==> src/rtl/loop_branch_resolver.sv <==
// Branch resolver for the fetch/loop-replay path: keeps predictions in order and redirects on a mispredict.
// Optional statistics outputs are enabled by defining LOOP_BRANCH_RESOLVER_STATS_EN.
module loop_branch_resolver #(
   parameter int DATA_W = 32
) (
   input  logic              clk,
   input  logic              reset,
   input  logic              pred_valid,
   input  logic [DATA_W-1:0] pred_pc,
   input  logic              pred_taken,
   input  logic [DATA_W-1:0] pred_target,
   output logic              pred_ready,
   input  logic              resolve_valid,
   input  logic [DATA_W-1:0] resolve_pc,
   input  logic              resolve_taken,
   input  logic [DATA_W-1:0] resolve_target,
   output logic              mispredict,
   output logic [DATA_W-1:0] correct_pc,
   output logic              order_err,
   output logic [2:0]        pending
`ifdef LOOP_BRANCH_RESOLVER_STATS_EN
   ,
   output logic [15:0]       resolve_count,
   output logic [15:0]       mispredict_count
`endif
);

   localparam int DEPTH = 4;

   localparam logic [1:0] IDLE    = 2'd0;
   localparam logic [1:0] TRACK   = 2'd1;
   localparam logic [1:0] RECOVER = 2'd2;

   logic [1:0]        state;
   logic              rec_cnt;
   logic [1:0]        head;
   logic [1:0]        tail;
   logic [2:0]        count;

   logic [DATA_W-1:0] q_pc     [DEPTH];
   logic              q_taken  [DEPTH];
   logic [DATA_W-1:0] q_target [DEPTH];

   logic              push_p0;
   logic              res_p0;
   logic              hit_p0;
   logic              oerr_p0;
   logic              mis_p0;
   logic [DATA_W-1:0] fix_pc_p0;
   logic [2:0]        count_nxt;

   // ---- stage p0: accept, head compare, mispredict decision ----
   always_comb begin
      pred_ready = (count < 3'd4) && (state != RECOVER);
      push_p0    = pred_valid && pred_ready;
      res_p0     = resolve_valid && (state != RECOVER);
      hit_p0     = res_p0 && (count != 3'd0) && (resolve_pc == q_pc[head]);
      oerr_p0    = res_p0 && !hit_p0;
      // When both sides say not-taken the targets are meaningless and are not compared.
      mis_p0     = hit_p0 && ((q_taken[head] != resolve_taken) ||
                              (resolve_taken && (q_target[head] != resolve_target)));
      fix_pc_p0  = resolve_taken ? resolve_target : (resolve_pc + DATA_W'(4));
      count_nxt  = count + {2'b00, push_p0} - {2'b00, hit_p0};
   end

   // ---- stage p1: queue control, state and registered pulses ----
   always_ff @(posedge clk) begin
      if (reset) begin
         state      <= IDLE;
         rec_cnt    <= 1'b0;
         head       <= 2'd0;
         tail       <= 2'd0;
         count      <= 3'd0;
         mispredict <= 1'b0;
         order_err  <= 1'b0;
         correct_pc <= '0;
      end else begin
         mispredict <= mis_p0;
         order_err  <= oerr_p0;
         correct_pc <= mis_p0 ? fix_pc_p0 : '0;
         if (mis_p0) begin
            head    <= 2'd0;
            tail    <= 2'd0;
            count   <= 3'd0;
            state   <= RECOVER;
            rec_cnt <= 1'b0;
         end else begin
            if (push_p0) tail <= tail + 2'd1;
            if (hit_p0)  head <= head + 2'd1;
            count <= count_nxt;
            if (state == RECOVER) begin
               rec_cnt <= ~rec_cnt;
               if (rec_cnt) state <= IDLE;
            end else begin
               state <= (count_nxt == 3'd0) ? IDLE : TRACK;
            end
         end
      end
   end

   // Entry storage carries no reset; occupancy is tracked solely by count/head/tail.
   always_ff @(posedge clk) begin
      if (push_p0 && !mis_p0) begin
         q_pc[tail]     <= pred_pc;
         q_taken[tail]  <= pred_taken;
         q_target[tail] <= pred_target;
      end
   end

   assign pending = count;

`ifdef LOOP_BRANCH_RESOLVER_STATS_EN
   always_ff @(posedge clk) begin
      if (reset) begin
         resolve_count    <= 16'd0;
         mispredict_count <= 16'd0;
      end else begin
         if (hit_p0 && (resolve_count != 16'hFFFF))
            resolve_count <= resolve_count + 16'd1;
         if (mis_p0 && (mispredict_count != 16'hFFFF))
            mispredict_count <= mispredict_count + 16'd1;
      end
   end
`endif

endmodule

==> config.mk <==
export PLATFORM = sky130hd
export DESIGN_NAME = loop_branch_resolver
export DESIGN_NICKNAME = d
export VERILOG_FILES = /design/src/rtl/loop_branch_resolver.sv
export SDC_FILE = /design/constraint.sdc
export NUM_CORES = 1
export LEC_CHECK = 0
export ABC_AREA = 1
export CAP_MARGIN = 10
export CELL_PAD_IN_SITES_DETAIL_PLACEMENT = 2
export CELL_PAD_IN_SITES_GLOBAL_PLACEMENT = 2
export CORE_MARGIN = 2
export CORE_UTILIZATION = 40
export CTS_BUF_LIST = sky130_fd_sc_hd__clkbuf_4
export DETAILED_ROUTE_END_ITERATION = 16
export PLACE_DENSITY_LB_ADDON = 0.1
export SLEW_MARGIN = 20
export SYNTH_ARGS = -nofsm -noshare
export SYNTH_HDL_FRONTEND = slang
export SYNTH_SLANG_ARGS = --single-unit
export TNS_END_PERCENT = 1
==> constraint.sdc <==
create_clock -name clk -period 10.12 [get_ports clk]
set_clock_uncertainty 0.15 [all_clocks]
set_input_delay 1.012 -clock clk [delete_from_list [all_inputs] [get_ports clk]]
set_output_delay 1.012 -clock clk [all_outputs]
set_load 0.02 [all_outputs]
Word-level counts from Yosys, hierarchy flattened
Memory sizes are Yosys's and may differ from the RTL's. A register that Yosys moved wholly into a read port is not among the register bits.
Cells that the tools add are included.
W data, S select, Z words.
Cells by class
  add/subtract/negate cells: 5
  magnitude comparators: 1
  equality and inequality tests: 7
  mux-type cells: 13
  bitwise logic cells: 2
  reduce and logical (&&, ||, !) cells: 16
Operator list (number)
  $add A32 B3 Y32 const B: 1
  $eq A32 B32 Y1: 1
  $mux W32: 1
  $ne A32 B32 Y1: 1
  $mux W2: 9
  $logic_and A1 B1 Y1: 9
  $add A2 B1 Y2 const B: 2
  $ne A2 B2 Y1 const B: 2
  $reduce_or A2 Y1: 2
  $add A3 B1 Y3: 1
  $logic_not A3 Y1: 1
  $lt A3 B3 Y1 const B: 1
  $mux W1: 3
  $ne A3 B3 Y1 const B: 1
  $reduce_bool A3 Y1: 1
  $sub A3 B1 Y3: 1
  $eq A2 B2 Y1 const B: 1
  $logic_not A1 Y1: 2
  $not A1 Y1: 2
  $logic_or A1 B1 Y1: 1
  $ne A1 B1 Y1: 1
Storage, ports and cells
  bits in registers: 44
  bits in writable memories: 260
  input port bits: 134
  output and inout port bits: 38
  word-level logic and storage cells: 56
  memories kept: 3
Memory list
  q_pc: depth 4, bits a word 32, read ports 1, clocked after Yosys merged registers in 1, write ports 1, line 40  | logic [DATA_W-1:0] q_pc [DEPTH];
  q_target: depth 4, bits a word 32, read ports 1, clocked after Yosys merged registers in 1, write ports 1, line 42  | logic [DATA_W-1:0] q_target [DEPTH];
  q_taken: depth 4, bits a word 1, read ports 1, clocked after Yosys merged registers in 1, write ports 1, line 41  | logic q_taken [DEPTH];

Depth between registers and ports, before layout
  depth in word-level cells: 9
  mapped depth: 24
  depth with buffers taken out: 21

Least setup slack after synthesis
OpenSTA, ideal clock, no wires.
  kind: input-to-reg
  start point: in resolve_pc[23]
  end point: mem q_pc[0][0] (enable)
  library setup time: 0.488 ns
  arrival: 4.548 ns
  data required time: 9.482 ns
  setup slack: 4.934 ns
  stages on the path: 8
  path buffers: 0
  cells stage by stage: or2_2 nand3_1 nor2_1 nand3b_1 nor2_4 nand3_1 nand2_1 nor2_1
Between the ends
  cells in the longest elaborated chain, start to end: 7
RTL lines
  from (decl): line 14  | input logic [DATA_W-1:0] resolve_pc,
  $eq A32 B32 Y1: line 57  | hit_p0 = res_p0 && (count != 3'd0) && (resolve_pc == q_pc[head]);
  $logic_and A1 B1 Y1: line 57
  named net hit_p0: line 46  | logic hit_p0;
  $logic_and A1 B1 Y1: line 60  | mis_p0 = hit_p0 && ((q_taken[head] != resolve_taken) ||
  $logic_not A1 Y1: line 103  | if (push_p0 && !mis_p0) begin
  $logic_and A1 B1 Y1: line 103
  $mux W1: line 103
  $mux W1 (not written as such): line 104  | q_pc[tail] <= pred_pc;
  to (decl): line 40
The timed path passes the listed nets, and every way through them passes these cells.

==> key figures <==
Run status
  • Status: finished, final reports clean

STA
  • Post-Route Hold Slack: 0.384 ns
  • Fin. max-slew vios: 0
  • Setup tns final: 0 ns
  • Peak Freq: 151 MHz
  • Period utilisation layout: 65.5%
  • Worst Max-Slew Pin Slew: 1.13 ns
  • Slew HR: 24.9%
  • Final Hold Fails: 0
  • Fin crit period: 6.63 ns
  • Final setup fails: 0
  • RSZ-0062 raised after global routing: no

Cells and area
  • Fill cells: 3556
  • Ratio of cells with drive above 1 in the final layout: 12.0%
  • Finished Layout Cells: 2060
  • # nets final: 1687
  • Post-layout util: 50.0%
  • Area growth syn-to-layout: 23.8%

Clock network
  • H-tree Lvls: 3
  • Number of CTS-inserted buffers: 83
  • Clock-pin slew on the worst setup and hold paths: 0.07 ns
  • Clk root buf: clkbuf_4
  • Post-CTS sizing: 0
  • CTS tree: built
  • Clock sink total: 306
  • CTS Hold Bufs: 0
  • Postcts setup bufs: 0
  • Clock latency on the worst-skew pair: 0.75 ns
  • Max clock buf depth: 3

Floorplanning
  • Row count: 67
  • Die area: 35200 µm²
  • I/O pins: 172
  • Initial Util: 40.4%
  • Core ar.: 33400 µm²
  • DIE WIDTH: 188 µm
  • Die height: 188 µm

Place
  • Placed Cells: 1908
  • Port Buffer Count: 171
  • Post-detail-place hpwl: 33500 µm
  • GPL Wtd Cong: 0.791

Global routing
  • First-pass GRT wire length: 74400 µm
  • Vias in the first global route: 12100
  • Largest net degree at the start of global routing: 81
  • Gr ovfl total: 0
  • Initial antenna violation count: 2
  • GRT Overall Usage: 28.2%

Power and ir drop
  • Internal power: 2.35 mW
  • Clk pwr share: 36.8%
  • Switching Fraction: 27.8%
  • PD cells: 195 nW/µm²
  • Worst vdd ir: 109 µV
  • Total chip power: 3.25 mW
  • Net Switching: 0.903 mW
  • Reg power frac: 48.4%
  • Leakage power of the design: 6.52 nW
  • Comb power frac: 14.7%

Critical path
  • Crit. End Element: flip-flop
  • Crit Path Max Fanout: 80
  • WP data arrival: 6.83 ns
  • Setup Crit Path Kind: reg -> reg
  • R2R depth: 14
  • R2r endpoint: q_pc[3][29]
  • Slack of the worst reg-to-reg path: 3.49 ns
  • Worst setup SP type: flip-flop
  • Setup crit end: q_pc[3][29]
  • Worst EP required: 10.32 ns

Synthesis
  • Sequential fraction of the synthesis area: 64.7%
  • Synth cell types: 34
  • Synth warn: 0
  • Flops & latches, synth: 306
  • Synthesized instance count: 1333
  • Syn nets: 1475
  • Syn Area/Cell: 10.1 µm²
  • Mapped cell area: 13500 µm²

Route
  • Starting DRT DRC Count: 694
  • WL per Instance: 23.9 µm
  • Final WL: 49200 µm
  • Drt via density: 5.31
  • DRC: 0
  • Router iterations before antenna repair: 4
  • Vias: 10900
  • Post-route ant nets: 0

Worst hold path
  • Hold Startpoint: head[1]
  • Worst hold path class: reg -> reg

Job
  • Max-Cap Viols: 0
-- state kept, by name (all words and copies together) (netlist names), named ones only --
register / flops
correct_pc: 32
head: 2
q_target: 128
mispredict: 1
rec_cnt: 1
q_taken: 4
pending: 3
q_pc: 128
state: 2
order_err: 1
tail: 2
-- worst max-delay path, cell delays in order, from the launching register on --
cell	delay (ns)
dfxtp_4	0.97
clkinv_2	1.12
buf_4	0.72
nand2_1	0.14
nand3_1	0.12
nand3_1	0.11
nand4_1	0.24
nor2_1	0.19
nand2_1	0.06
nor2_1	0.13
nand3_1	0.20
nand3_1	0.17
nand2_1	0.24
nor2_4	0.87
buf_4	0.67
-- through the flow --
stage / setup WS, ns / instance area, µm²
after detailed placement: 3.42 / 15600
final: 3.49 / 16700
after global routing: 3.01 / 16700
after CTS: 3.38 / 16700
after global placement: 3.67 / 15600
after floorplan: 4.93 / 13500
-- how the worst min path moves through the flow --
| stage | to | slack (ns) | depth (start not counted) |
|---|---|---|---|
| floorplan | state[1] | 0.34 | 3 |
| global placement | state[1] | 0.36 | 3 |
| detailed placement | flip-flop | 0.38 | 4 |
| CTS | flip-flop | 0.39 | 4 |
| global route | state[1] | 0.42 | 3 |
| finish | flip-flop | 0.38 | 4 |
-- cell usage after synthesis (all sizes together) --
cell | instances | share of area (%)
or2 | 3 | 0.14
a21boi | 2 | 0.11
inv | 69 | 1.9
nand4 | 17 | 0.90
dfxtp | 46 | 6.8
nor3 | 12 | 0.45
and3 | 1 | 0.046
nor2 | 97 | 3.3
xnor2 | 2 | 0.13
o21ai | 36 | 1.3
clkbuf | 7 | 0.19
a21oi | 6 | 0.22
edfxtp | 260 | 58
ha | 7 | 0.65
xor2 | 27 | 1.8
fa | 1 | 0.15
buf | 45 | 2.0
nor4 | 3 | 0.14
o21bai | 1 | 0.056
nand3b | 17 | 0.95
mux2i | 7 | 0.52
nand2 | 481 | 13
a22oi | 1 | 0.056
o211ai | 1 | 0.056
o22ai | 3 | 0.14
nand3 | 181 | 6.7
-- power groups by stage --
stage	clock network, mW	registers [mW]	logic, mW
floorplan	0	1.60	0.238
global placement	0	1.59	0.451
detailed placement	0	1.60	0.475
CTS	1.23	1.57	0.483
global route	1.29	1.58	0.524
finish	1.20	1.57	0.479
-- kinds of logic after synthesis --
kind of cell | Yosys count | synth area share [%]
fa+ha+maj | 8 | 0.798
simple gates | 812 | 26.0
compound gates | 50 | 1.98
mux | 7 | 0.520
flops | 306 | 64.7
buf+inv | 121 | 4.08
xor+xnor | 29 | 1.88
-- cell usage in the layout, fill, tap and decap left out, drive strengths merged, types with 12 or more instances in the layout --
cell,instances
clkbuf,138
clkdlybuf4s50,170
dfxtp,46
edfxtp,260
inv,70
nand2,481
nand3,181
nand3b,17
nand4,17
nor2,97
nor3,12
o21ai,36
xor2,27
-- layer usage --
layer  vias up  share of wire [%]  GRT usage, %
met3        74                4.6          4.81
li1       4987                  -             -
met1      5562                 42          35.9
met2       315                 51          49.0
met5         -                  0             0
met4         0                2.2          9.36
-- final cells by class --
type                    count  area [µm²]  share of cell area (%)
clock buffers             138        1040                    6.20
clock inverters            13         101                   0.607
flip-flops and latches    306        8730                    52.3
multi-input cells         906        4240                    25.4
diodes                      1        2.50                  0.0150
repair buffers            179        1770                    10.6
inverters                  69         262                    1.57
well taps                 448         561                    3.36
No activity file was read; power rests on OpenSTA's default activity.
